### config.mk
export PLATFORM = sky130hd
export DESIGN_NAME = clk_div_multi_flat
export DESIGN_NICKNAME = d
export VERILOG_FILES = /design/src/rtl/clk_div_multi_if.sv /design/src/rtl/clk_div_multi.sv /design/src/flat_wrapper.sv
export SDC_FILE = /design/constraint.sdc
export NUM_CORES = 1
export LEC_CHECK = 0
export ABC_AREA = 1
export CAP_MARGIN = 20
export CORE_ASPECT_RATIO = 0.9
export CORE_MARGIN = 2
export CORE_UTILIZATION = 57
export CTS_CLUSTER_SIZE = 24
export DETAILED_ROUTE_END_ITERATION = 16
export GPL_TIMING_DRIVEN = 0
export PLACE_DENSITY = 0.75
export SKIP_CTS_REPAIR_TIMING = 1
export SLEW_MARGIN = 20
export SYNTH_ARGS = -nofsm -noshare
export SYNTH_HDL_FRONTEND = slang
export SYNTH_SLANG_ARGS = --single-unit
### constraint.sdc
create_clock -name Clk -period 2.4 [get_ports Clk]
set_input_delay 0.6 -clock Clk [delete_from_list [all_inputs] [get_ports Clk]]
set_output_delay 0.6 -clock Clk [all_outputs]
set_load 0.02 [all_outputs]
### src/rtl/clk_div_multi_if.sv
// Control/status bundle for clk_div_multi: run enables, divisor load port and per-channel outputs.
`timescale 1ns/1ps
interface clk_div_multi_if #(
  parameter int NUM_CH = 4,
  parameter int CNT_W  = 25
);
  localparam int CH_W = (NUM_CH > 1) ? $clog2(NUM_CH) : 1;

  logic [NUM_CH-1:0] En;
  logic              Sync;
  logic              Load;
  logic [CH_W-1:0]   Ch_sel;
  logic [CNT_W-1:0]  Div_val;
  logic [NUM_CH-1:0] Pend;
  logic [NUM_CH-1:0] Clk_out;
  logic [NUM_CH-1:0] Tick;

  modport master (
    output En, Sync, Load, Ch_sel, Div_val,
    input  Pend, Clk_out, Tick
  );

  modport slave (
    input  En, Sync, Load, Ch_sel, Div_val,
    output Pend, Clk_out, Tick
  );
endinterface

### src/rtl/clk_div_multi.sv
// Multi-channel programmable clock divider: 50% square wave plus rising-edge tick per channel,
// with shadowed divisors that only take effect at a terminal count, Sync or channel park.
`timescale 1ns/1ps
module clk_div_multi #(
  parameter int             NUM_CH   = 4,
  parameter int             CNT_W    = 25,
  parameter logic [CNT_W-1:0] DIV_INIT = 25'd249_999
) (
  input  logic             Clk,
  input  logic             Reset,
  clk_div_multi_if.slave   bus
);
  localparam int CH_W = (NUM_CH > 1) ? $clog2(NUM_CH) : 1;

  logic [CNT_W-1:0]  cnt_q    [NUM_CH];
  logic [CNT_W-1:0]  div_q    [NUM_CH];
  logic [CNT_W-1:0]  shadow_q [NUM_CH];
  logic [NUM_CH-1:0] pend_q;
  logic [NUM_CH-1:0] clk_q;
  logic [NUM_CH-1:0] tick_q;

  logic [NUM_CH-1:0] restart;
  logic [NUM_CH-1:0] term;
  logic [NUM_CH-1:0] hit;

  // Out-of-range Ch_sel never matches any channel index, so the write is dropped.
  always_comb begin
    restart = '0;
    term    = '0;
    hit     = '0;
    for (int unsigned i = 0; i < NUM_CH; i++) begin
      restart[i] = bus.Sync || !bus.En[i];
      term[i]    = (cnt_q[i] == div_q[i]);
      hit[i]     = bus.Load && (bus.Ch_sel == CH_W'(i));
    end
  end

  always_ff @(posedge Clk or negedge Reset) begin
    if (!Reset) begin
      pend_q <= '0;
      clk_q  <= '0;
      tick_q <= '0;
      for (int unsigned i = 0; i < NUM_CH; i++) begin
        cnt_q[i]    <= '0;
        div_q[i]    <= DIV_INIT;
        shadow_q[i] <= DIV_INIT;
      end
    end else begin
      for (int unsigned i = 0; i < NUM_CH; i++) begin
        if (restart[i]) begin
          cnt_q[i]  <= '0;
          clk_q[i]  <= 1'b0;
          tick_q[i] <= 1'b0;
        end else if (term[i]) begin
          cnt_q[i]  <= '0;
          clk_q[i]  <= ~clk_q[i];
          tick_q[i] <= ~clk_q[i];
        end else begin
          cnt_q[i]  <= cnt_q[i] + 1'b1;
          tick_q[i] <= 1'b0;
        end
        // Apply uses the old shadow; a coincident load overrides Pend so it waits for the next boundary.
        if ((restart[i] || term[i]) && pend_q[i]) begin
          div_q[i]  <= shadow_q[i];
          pend_q[i] <= 1'b0;
        end
        if (hit[i]) begin
          shadow_q[i] <= bus.Div_val;
          pend_q[i]   <= 1'b1;
        end
      end
    end
  end

  assign bus.Pend    = pend_q;
  assign bus.Clk_out = clk_q;
  assign bus.Tick    = tick_q;
endmodule
### src/flat_wrapper.sv
// flat-port wrapper written by rule: the top's interface ports become plain ports
module clk_div_multi_flat 
#(
  parameter int             NUM_CH   = 4,
  parameter int             CNT_W    = 25,
  parameter logic [CNT_W-1:0] DIV_INIT = 25'd249_999
)
  (Clk, Reset, bus_En, bus_Sync, bus_Load, bus_Ch_sel, bus_Div_val, bus_Pend, bus_Clk_out, bus_Tick);
  clk_div_multi_if #(.NUM_CH(NUM_CH), .CNT_W(CNT_W)) bus_i ();
  input  logic Clk;
  input  logic Reset;
  input wire logic [$bits(bus_i.En)-1:0] bus_En;
  input wire logic [$bits(bus_i.Sync)-1:0] bus_Sync;
  input wire logic [$bits(bus_i.Load)-1:0] bus_Load;
  input wire logic [$bits(bus_i.Ch_sel)-1:0] bus_Ch_sel;
  input wire logic [$bits(bus_i.Div_val)-1:0] bus_Div_val;
  output wire logic [$bits(bus_i.Pend)-1:0] bus_Pend;
  output wire logic [$bits(bus_i.Clk_out)-1:0] bus_Clk_out;
  output wire logic [$bits(bus_i.Tick)-1:0] bus_Tick;
  assign bus_i.En = bus_En;
  assign bus_i.Sync = bus_Sync;
  assign bus_i.Load = bus_Load;
  assign bus_i.Ch_sel = bus_Ch_sel;
  assign bus_i.Div_val = bus_Div_val;
  assign bus_Pend = bus_i.Pend;
  assign bus_Clk_out = bus_i.Clk_out;
  assign bus_Tick = bus_i.Tick;
  clk_div_multi #(.NUM_CH(NUM_CH), .CNT_W(CNT_W), .DIV_INIT(DIV_INIT)) u_core (.Clk(Clk), .Reset(Reset), .bus(bus_i));
endmodule
==> results of run 1 <==
-- through the flow --
stage,utilization [%],cells
floorplan,-,1892
detailed placement,61.9,2289
global placement,61.6,2286
global route,65.9,2347
finish,65.9,2347
CTS,65.9,2346
-- path summary, 6_finish.rpt --
check / from / endpoint / slack, ns / cells after the start
hold / removal: u_core.div_q[26] / u_core.div_q[26] / 0.47 / 2
max in group asynchronous: Reset / u_core.div_q[67] / 1.11 / 3
hold reg to reg: u_core.div_q[26] / u_core.div_q[26] / 0.47 / 2
setup / recovery: u_core.bus.Clk_out[3] / bus_Clk_out[3] / 0.17 / 1
min in group asynchronous: Reset / u_core.cnt_q[82] / 0.49 / 2
setup reg to reg: u_core.cnt_q[75] / u_core.cnt_q[97] / 0.40 / 10
-- routing by layer --
layer	vias up	part of all wire, %
li1	6105	-
met1	6071	45
met2	327	46
met3	79	6.0
met4	0	2.9
met5	-	0
-- sequential cells by signal (all words and copies together), names as in the netlist --
register,count
u_core.cnt_q,100
u_core.shadow_q,100
u_core.bus.Pend,4
u_core.bus.Tick,4
u_core.bus.Clk_out,4
u_core.div_q,100
-- cell families after synthesis --
family | Yosys count | share of synthesized area, %
AND/OR/NAND/NOR | 1113 | 31.1
buffers and inverters | 251 | 7.19
flip-flops | 312 | 52.2
adder cells (fa/ha/maj) | 4 | 0.330
XOR/XNOR | 86 | 4.97
AO/OA/AOI/OAI | 126 | 4.24
-- report_power, final --
part           internal, W  switching [W]  leakage (nW)
registers          0.00617       0.000554          3.92
clock network      0.00288        0.00207         0.505
logic             0.000774        0.00116          3.63
-- synth_stat cells (all sizes together), types with 3 or more instances --
library cell  number
nand4             26
inv              189
nor2             232
nor3              53
buf               34
o21ai            106
dfstp             80
nor3b              3
nand2            623
nand3            171
dfrtp            232
ha                 4
a21oi             14
xnor2             39
xor2              47
clkbuf            28
-- layout make-up --
| type | instances | area (um^2) |
|---|---|---|
| clock inverter | 12 | 145 |
| multi-input combinational | 1329 | 6160 |
| sequential | 312 | 7910 |
| buffer | 62 | 380 |
| inverter | 189 | 709 |
| tap | 348 | 435 |
| timing repair buffer | 50 | 558 |
| clock buffer | 45 | 888 |
| fill | 2252 | 8880 |
==> metrics.yaml, run 1 <==
sta:
  layout_min_cycle_time_ns: 2.23
  slew_headroom_pct: 62.0
  worstMarginPinSlew_ns: 0.570
  fin_skew_ns: 0.0101
  setup_slack_ns: 0.174
  setup_tns_ns: 0
  rsz0062_at_grt: "no"
  period_share_pct: 92.7
  hold_viol: 0
  whs_ns: 0.467
  timing.fmax_mhz: 449
  setup_viol: 0
  drv_slew: 0
pwr:
  total_power_w: 0.0136
  ir_drop_mv: 0.667
  power_density_nw_per_um2: 792
  p_leak_nw: 8.05
cells_and_area:
  fin_nets: 2014
  drive_gt1_share_pct: 11.1
  final_area_um2: 17200
  num_antenna_cells: 0
  area_delta_synth_final_pct: 13.4
  final_common_cell: "nand2_1"
  most-common-layout-cells: "nand2_1 (614), dfrtp_1 (232), nor2_1 (224)"
critical_path:
  cp_top_family: "buffers and inverters"
  cpMaxStageDelayCell: "clkdlybuf4s50_1"
  critPathMaxStageDelay_ns: 0.63
  crit_required_ns: 1.80
  path_max_fanout: 4
  crit_chain: "clkdlybuf4s50_1"
  cp-start-kind: "flop"
  endpoint_kind: "output pin"
  criticalPathCategory: "reg2out"
  critPathBufInv: 1
  crit_arrival_ns: 1.63
route:
  drt-wirelength-per-cell_um: 15.9
  dr.first_iter.drc_count: 1084
  drt.antenna.violating_nets: 0
  vias: 12600
  wirelength_um: 37200
  drt-vias-per-instance: 5.36
  drt_pass1_iterations: 7
  drc: 0
hold_path:
  worstHoldPathType: "reg2reg"
placed_design:
  place_area_um2: 16100
  gp_congestion: 0.894
  dp_hpwl_um: 26800
  portBuffers: 46
  place_ws_ns: -0.195
synthesis:
  yosysWarnings: 0
  synthCells: 1892
  ys.flop_type: "dfrtp_1"
  synth-edff-count: 0
  syn_area_um2: 15200
  seq_area_frac_synth_pct: 52.2
  synth_largest_area_cell: "dfrtp_1"
  avgSynthCellArea_um2: 8.01
  synth_area_leaders: "dfrtp_1 (38%), nand2_1 (15%), dfstp_2 (14%)"
  async_flop_share_pct: 100
  synth_top_cell_area_share_pct: 38.3
  synth_fp_nets: 1931
  synth-seq-cells: 312
  ys_types: 35
global_routing:
  use_met2_pct: 45.7
  antenna_found_initial: 0
  grt_pass1_wl_um: 61300
  grtUsageMet3_pct: 4.20
  grt_usage_pct: 27.7
  grt_overflow: 0
  grt_pass1_vias: 12200
  grt_max_degree: 100
  grtUsageMet1_pct: 38.6
  busiest_layer: "met2"
floorplanning:
  die_x_um: 176
  row_count: 56
  chipHeight_um: 159
  core_area_um2: 26100
  io_pins: 47
  initial_core_util_pct: 58.1
  dieArea_um2: 27900
clock_network:
  cts.path.max_buffers: 3
  clkSinkCount: 312
  root_buffer: "clkbuf_16"
  cts_buffers: 31
  htreeDepth: 1
  clock_latency_ns: 0.56
  clk_pin_slew_ns: 0.06
  cts_tree: "done"
run_status:
  status: "finished clean"
run:
  drv_cap: 0
No activity file was read; power rests on OpenSTA's default activity.
==> inputs of run 2 (changes only) <==
--- a/config.mk
+++ b/config.mk
@@ -12,6 +12,7 @@
 export CORE_UTILIZATION = 57
 export CTS_CLUSTER_SIZE = 24
 export DETAILED_ROUTE_END_ITERATION = 16
+export GPL_ROUTABILITY_DRIVEN = 0
 export GPL_TIMING_DRIVEN = 0
 export PLACE_DENSITY = 0.75
 export SKIP_CTS_REPAIR_TIMING = 1
==> metrics.yaml, run 2 (synthesis results as in run 1) <==
floorplanning:
  initial_core_util_pct: 58.1
  row_count: 56
  core_area_um2: 26100
  die_x_um: 176
  dieArea_um2: 27900
  chipHeight_um: 159
  io_pins: 47
clock_network:
  cts_tree: "done"
  root_buffer: "clkbuf_16"
  clk_pin_slew_ns: 0.06
  cts.path.max_buffers: 3
  htreeDepth: 2
  cts_buffers: 35
  clkSinkCount: 312
  clock_latency_ns: 0.52
critical_path:
  critPathMaxStageDelay_ns: 0.64
  endpoint_kind: "output pin"
  cp_top_family: "buffers and inverters"
  worstSetupStartpoint: "u_core.bus.Clk_out[3]"
  cp-start-kind: "flop"
  path_max_fanout: 4
  cpMaxStageDelayCell: "clkdlybuf4s50_1"
  critPathBufInv: 1
  crit_arrival_ns: 1.58
  criticalPathCategory: "reg2out"
  crit_chain: "clkdlybuf4s50_1"
  crit_required_ns: 1.80
  r2r-start: "u_core.div_q[92]"
global_routing:
  grt_max_degree: 99
  grt_pass1_vias: 12000
  grt_overflow: 0
  antenna_found_initial: 1
  grt_pass1_wl_um: 60800
  grt_usage_pct: 27.5
placed_design:
  place_area_um2: 16100
  dp_hpwl_um: 26600
  portBuffers: 46
  dp.cells: 2289
cells_and_area:
  final-seq-area_um2: 7910
  drive_gt1_share_pct: 11.1
  most-common-layout-cells: "nand2_1 (614), dfrtp_1 (232), nor2_1 (224)"
  n_fill_cell: 2245
  area_delta_synth_final_pct: 13.7
  multi_input_area_um2: 6160
  top_regs: "u_core.cnt_q (100), u_core.div_q (100), u_core.shadow_q (100)"
  fin_nets: 2018
  layoutNonFillerInstCount: 2352
  final_common_cell: "nand2_1"
  num_antenna_cells: 0
  final_area_um2: 17200
pwr:
  p_leak_nw: 8.08
  power_density_nw_per_um2: 797
  ir_drop_mv: 0.604
sta:
  timing.fmax_mhz: 459
  period_share_pct: 90.8
  hold_viol: 0
  worstMarginPinSlew_ns: 0.598
  rsz0062_at_grt: "no"
  slew_headroom_pct: 60.1
  drv_slew: 0
  layout_min_cycle_time_ns: 2.18
  fin_skew_ns: 0.0157
  setup_viol: 0
  whs_ns: 0.469
  setup_tns_ns: 0
route:
  vias: 12500
  drt-wirelength-per-cell_um: 15.7
  drc: 0
  drt-vias-per-instance: 5.33
  drt.antenna.violating_nets: 0
  wirelength_um: 36900
  dr.first_iter.drc_count: 1099
  drt_pass1_iterations: 6
hold_path:
  worstHoldPathType: "reg2reg"
  min_from: "u_core.div_q[64]"
run_status:
  status: "finished clean"
run:
  drv_cap: 0
[run 2: cell count changes in the layout (fill, tap and decap cells not counted), sizes merged]
cell      before  now
clkinvlp       2    0
bufinv         3    0
inv          190  193
clkinv         6    3
clkbuf        73   83
[run 2: tightest hold or removal path, stage by stage (launching register included)]
cell and delay [ns]:
dfstp_2 0.37, nand2_1 0.06, nand2_1 0.04
[run 2: final timing paths]
| path | endpoint | cells past startpoint | slack [ns] |
|---|---|---|---|
| max | bus_Clk_out[3] | 1 | 0.22 |
| min | u_core.div_q[64] | 2 | 0.47 |
| max reg2reg | u_core.div_q[96] | 12 | 0.40 |
| min reg2reg | u_core.div_q[64] | 2 | 0.47 |
| max in group asynchronous | u_core.div_q[67] | 4 | 0.63 |
| min in group asynchronous | u_core.cnt_q[87] | 2 | 0.57 |
[run 2: routing by layer]
metal	wire, um	global-route usage [%]	vias to the layer above
li1	-	-	6106
met1	16800	39.1	6009
met2	16900	44.0	339
met3	2150	4.23	71
met4	1020	8.19	0
met5	0	0	-
[run 2: final cells by class]
| class | count | area share, % |
|---|---|---|
| Tap cell | 348 | 2.53 |
| Inverter | 189 | 4.12 |
| Multi-Input combinational cell | 1329 | 35.7 |
| Clock inverter | 7 | 0.305 |
| Timing Repair Buffer | 50 | 3.24 |
| Clock buffer | 55 | 5.98 |
| Buffer | 62 | 2.21 |
| Sequential cell | 312 | 45.9 |
[run 2: power breakdown]
group	total (W)	internal [W]	leakage (nW)	switching (W)
Sequential	0.00673	0.00618	3.92	0.000553
Combinational	0.00193	0.000773	3.63	0.00116
Clock	0.00507	0.00296	0.534	0.00211
Total	0.0137	0.00991	8.08	0.00382
[run 2: metrics by stage]
step	total power (W)	util, %	setup WS [ns]
finish	0.0137	66.1	0.221
global route	0.0144	66.1	0.185
CTS	0.0138	66.1	0.208
detailed placement	0.00872	61.9	-0.184
global placement	0.00863	61.6	-12.48
floorplan	0.00800	-	0.780
==> inputs of run 3 (changes only) <==
--- a/config.mk
+++ b/config.mk
@@ -8,7 +8,6 @@
 export ABC_AREA = 1
 export CAP_MARGIN = 20
 export CORE_ASPECT_RATIO = 0.9
-export CORE_MARGIN = 2
 export CORE_UTILIZATION = 57
 export CTS_CLUSTER_SIZE = 24
 export DETAILED_ROUTE_END_ITERATION = 16
==> metrics.yaml, run 3 (synthesis results as in run 1) <==
cells_and_area:
  top_regs: "u_core.cnt_q (100), u_core.div_q (100), u_core.shadow_q (100)"
  final_core_util_pct: 66.4
  final_common_cell: "nand2_1"
  fin_nets: 2017
  area_delta_synth_final_pct: 14.2
  most-common-layout-cells: "nand2_1 (614), dfrtp_1 (232), nor2_1 (224)"
  drive_gt1_share_pct: 11.3
critical_path:
  rrSetupSlack_ns: 0.47
  path_max_fanout: 10
  endpoint_kind: "flop"
  r2r-start: "u_core.cnt_q[9]"
  cp-start-kind: "primary input"
  crit_required_ns: 2.79
  reg2reg_to: "u_core.div_q[21]"
  crit_arrival_ns: 2.57
  rr_worst_depth: 11
  criticalPathCategory: "in2reg"
placed_design:
  dp_hpwl_um: 26900
  portBuffers: 46
  place_ws_ns: -0.275
hold_path:
  min_from: "u_core.div_q[65]"
  whs_endpoint: "u_core.div_q[65]"
  worstHoldPathType: "reg2reg"
  whs_path_depth: 2
clock_network:
  cts_tree: "done"
  root_buffer: "clkbuf_16"
  htreeDepth: 2
  clk_pin_slew_ns: 0.06
  cts_buffers: 34
  clock_latency_ns: 0.52
  clkSinkCount: 312
  cts.path.max_buffers: 3
global_routing:
  grt_usage_pct: 28.4
  grt_pass1_wl_um: 60900
  antenna_found_initial: 1
  grt_pass1_vias: 12000
  grt_overflow: 0
  grt_max_degree: 103
floorplanning:
  io_pins: 47
  die_x_um: 174
  chipHeight_um: 157
  dieArea_um2: 27200
  row_count: 56
  initial_core_util_pct: 58.1
  core_area_um2: 26100
run_status:
  status: "finished clean"
sta:
  layout_min_cycle_time_ns: 2.18
  period_share_pct: 91.0
  worstMarginPinSlew_ns: 0.586
  hold_viol: 0
  fin_skew_ns: 0.0172
  rsz0062_at_grt: "no"
  slew_headroom_pct: 60.8
  drv_slew: 0
  setup_viol: 0
  setup_slack_ns: 0.217
  timing.fmax_mhz: 458
  whs_ns: 0.465
pwr:
  power_density_nw_per_um2: 811
  ir_drop_mv: 0.784
  p_leak_nw: 8.12
route:
  drt_pass1_iterations: 6
  drt-wirelength-per-cell_um: 15.9
  drt-vias-per-instance: 5.33
  vias: 12500
  wirelength_um: 37500
  dr.first_iter.drc_count: 998
  drt.antenna.violating_nets: 0
  drc: 0
run:
  drv_cap: 0
-- run 3: area by class of cell --
| type | instances | area, um^2 |
|---|---|---|
| fillers | 2189 | 8760 |
| flip-flops and latches | 312 | 7910 |
| multi-input cells | 1329 | 6160 |
| clock buffers | 52 | 1050 |
| inverters | 189 | 709 |
| repair buffers | 50 | 558 |
| well taps | 348 | 435 |
| plain buffers | 62 | 380 |
| clock inverters | 10 | 100 |
| diodes | 1 | 2.50 |
-- run 3: routing by layer --
metal  up-vias  global-route usage (%)  routed length [um]
met4         0                    7.81                 683
met3        53                    5.32                2460
li1       6101                       -                   -
met1      5987                    40.7               17500
met5         -                       0                   0
met2       399                    44.2               16900
-- run 3: critical path, cell delays in order --
cell and delay, ns:
clkdlybuf4s50_1 0.42, inv_1 0.39, nand2_1 0.25, inv_1 0.38
nand2_8 0.14, buf_4 0.20, nand3_1 0.11, nand2_1 0.07
-- run 3: power breakdown --
part / total (W) / switching, W / internal (W)
Sequential: 0.00673 / 0.000551 / 0.00618
Clock: 0.00537 / 0.00212 / 0.00324
Combinational: 0.00194 / 0.00117 / 0.000774
-- run 3: per-stage QoR --
step           instances  setup TNS, ns  instance area (um^2)  power (W)
4_1_cts             2351              0                 17300     0.0141
3_5_place_dp        2289         -18.90                 16100    0.00872
5_1_grt             2352              0                 17300     0.0147
2_1_floorplan       1892              0                 15200    0.00800
6_report            2353              0                 17300     0.0140
3_3_place_gp        2286       -3595.45                 16100    0.00862
-- run 3: worst max path at each step --
stage | start | end | slack (ns) | cells after the start
after CTS | u_core.bus.Clk_out[3] | bus_Clk_out[3] | 0.24 | 1
after global placement | Reset | u_core.div_q[18] | -12.53 | 1
after global routing | bus_Sync | u_core.div_q[20] | 0.16 | 9
after detailed placement | bus_Sync | u_core.div_q[45] | -0.28 | 8
final | bus_Sync | u_core.div_q[45] | 0.22 | 8
after floorplan | u_core.div_q[42] | u_core.div_q[36] | 0.78 | 12
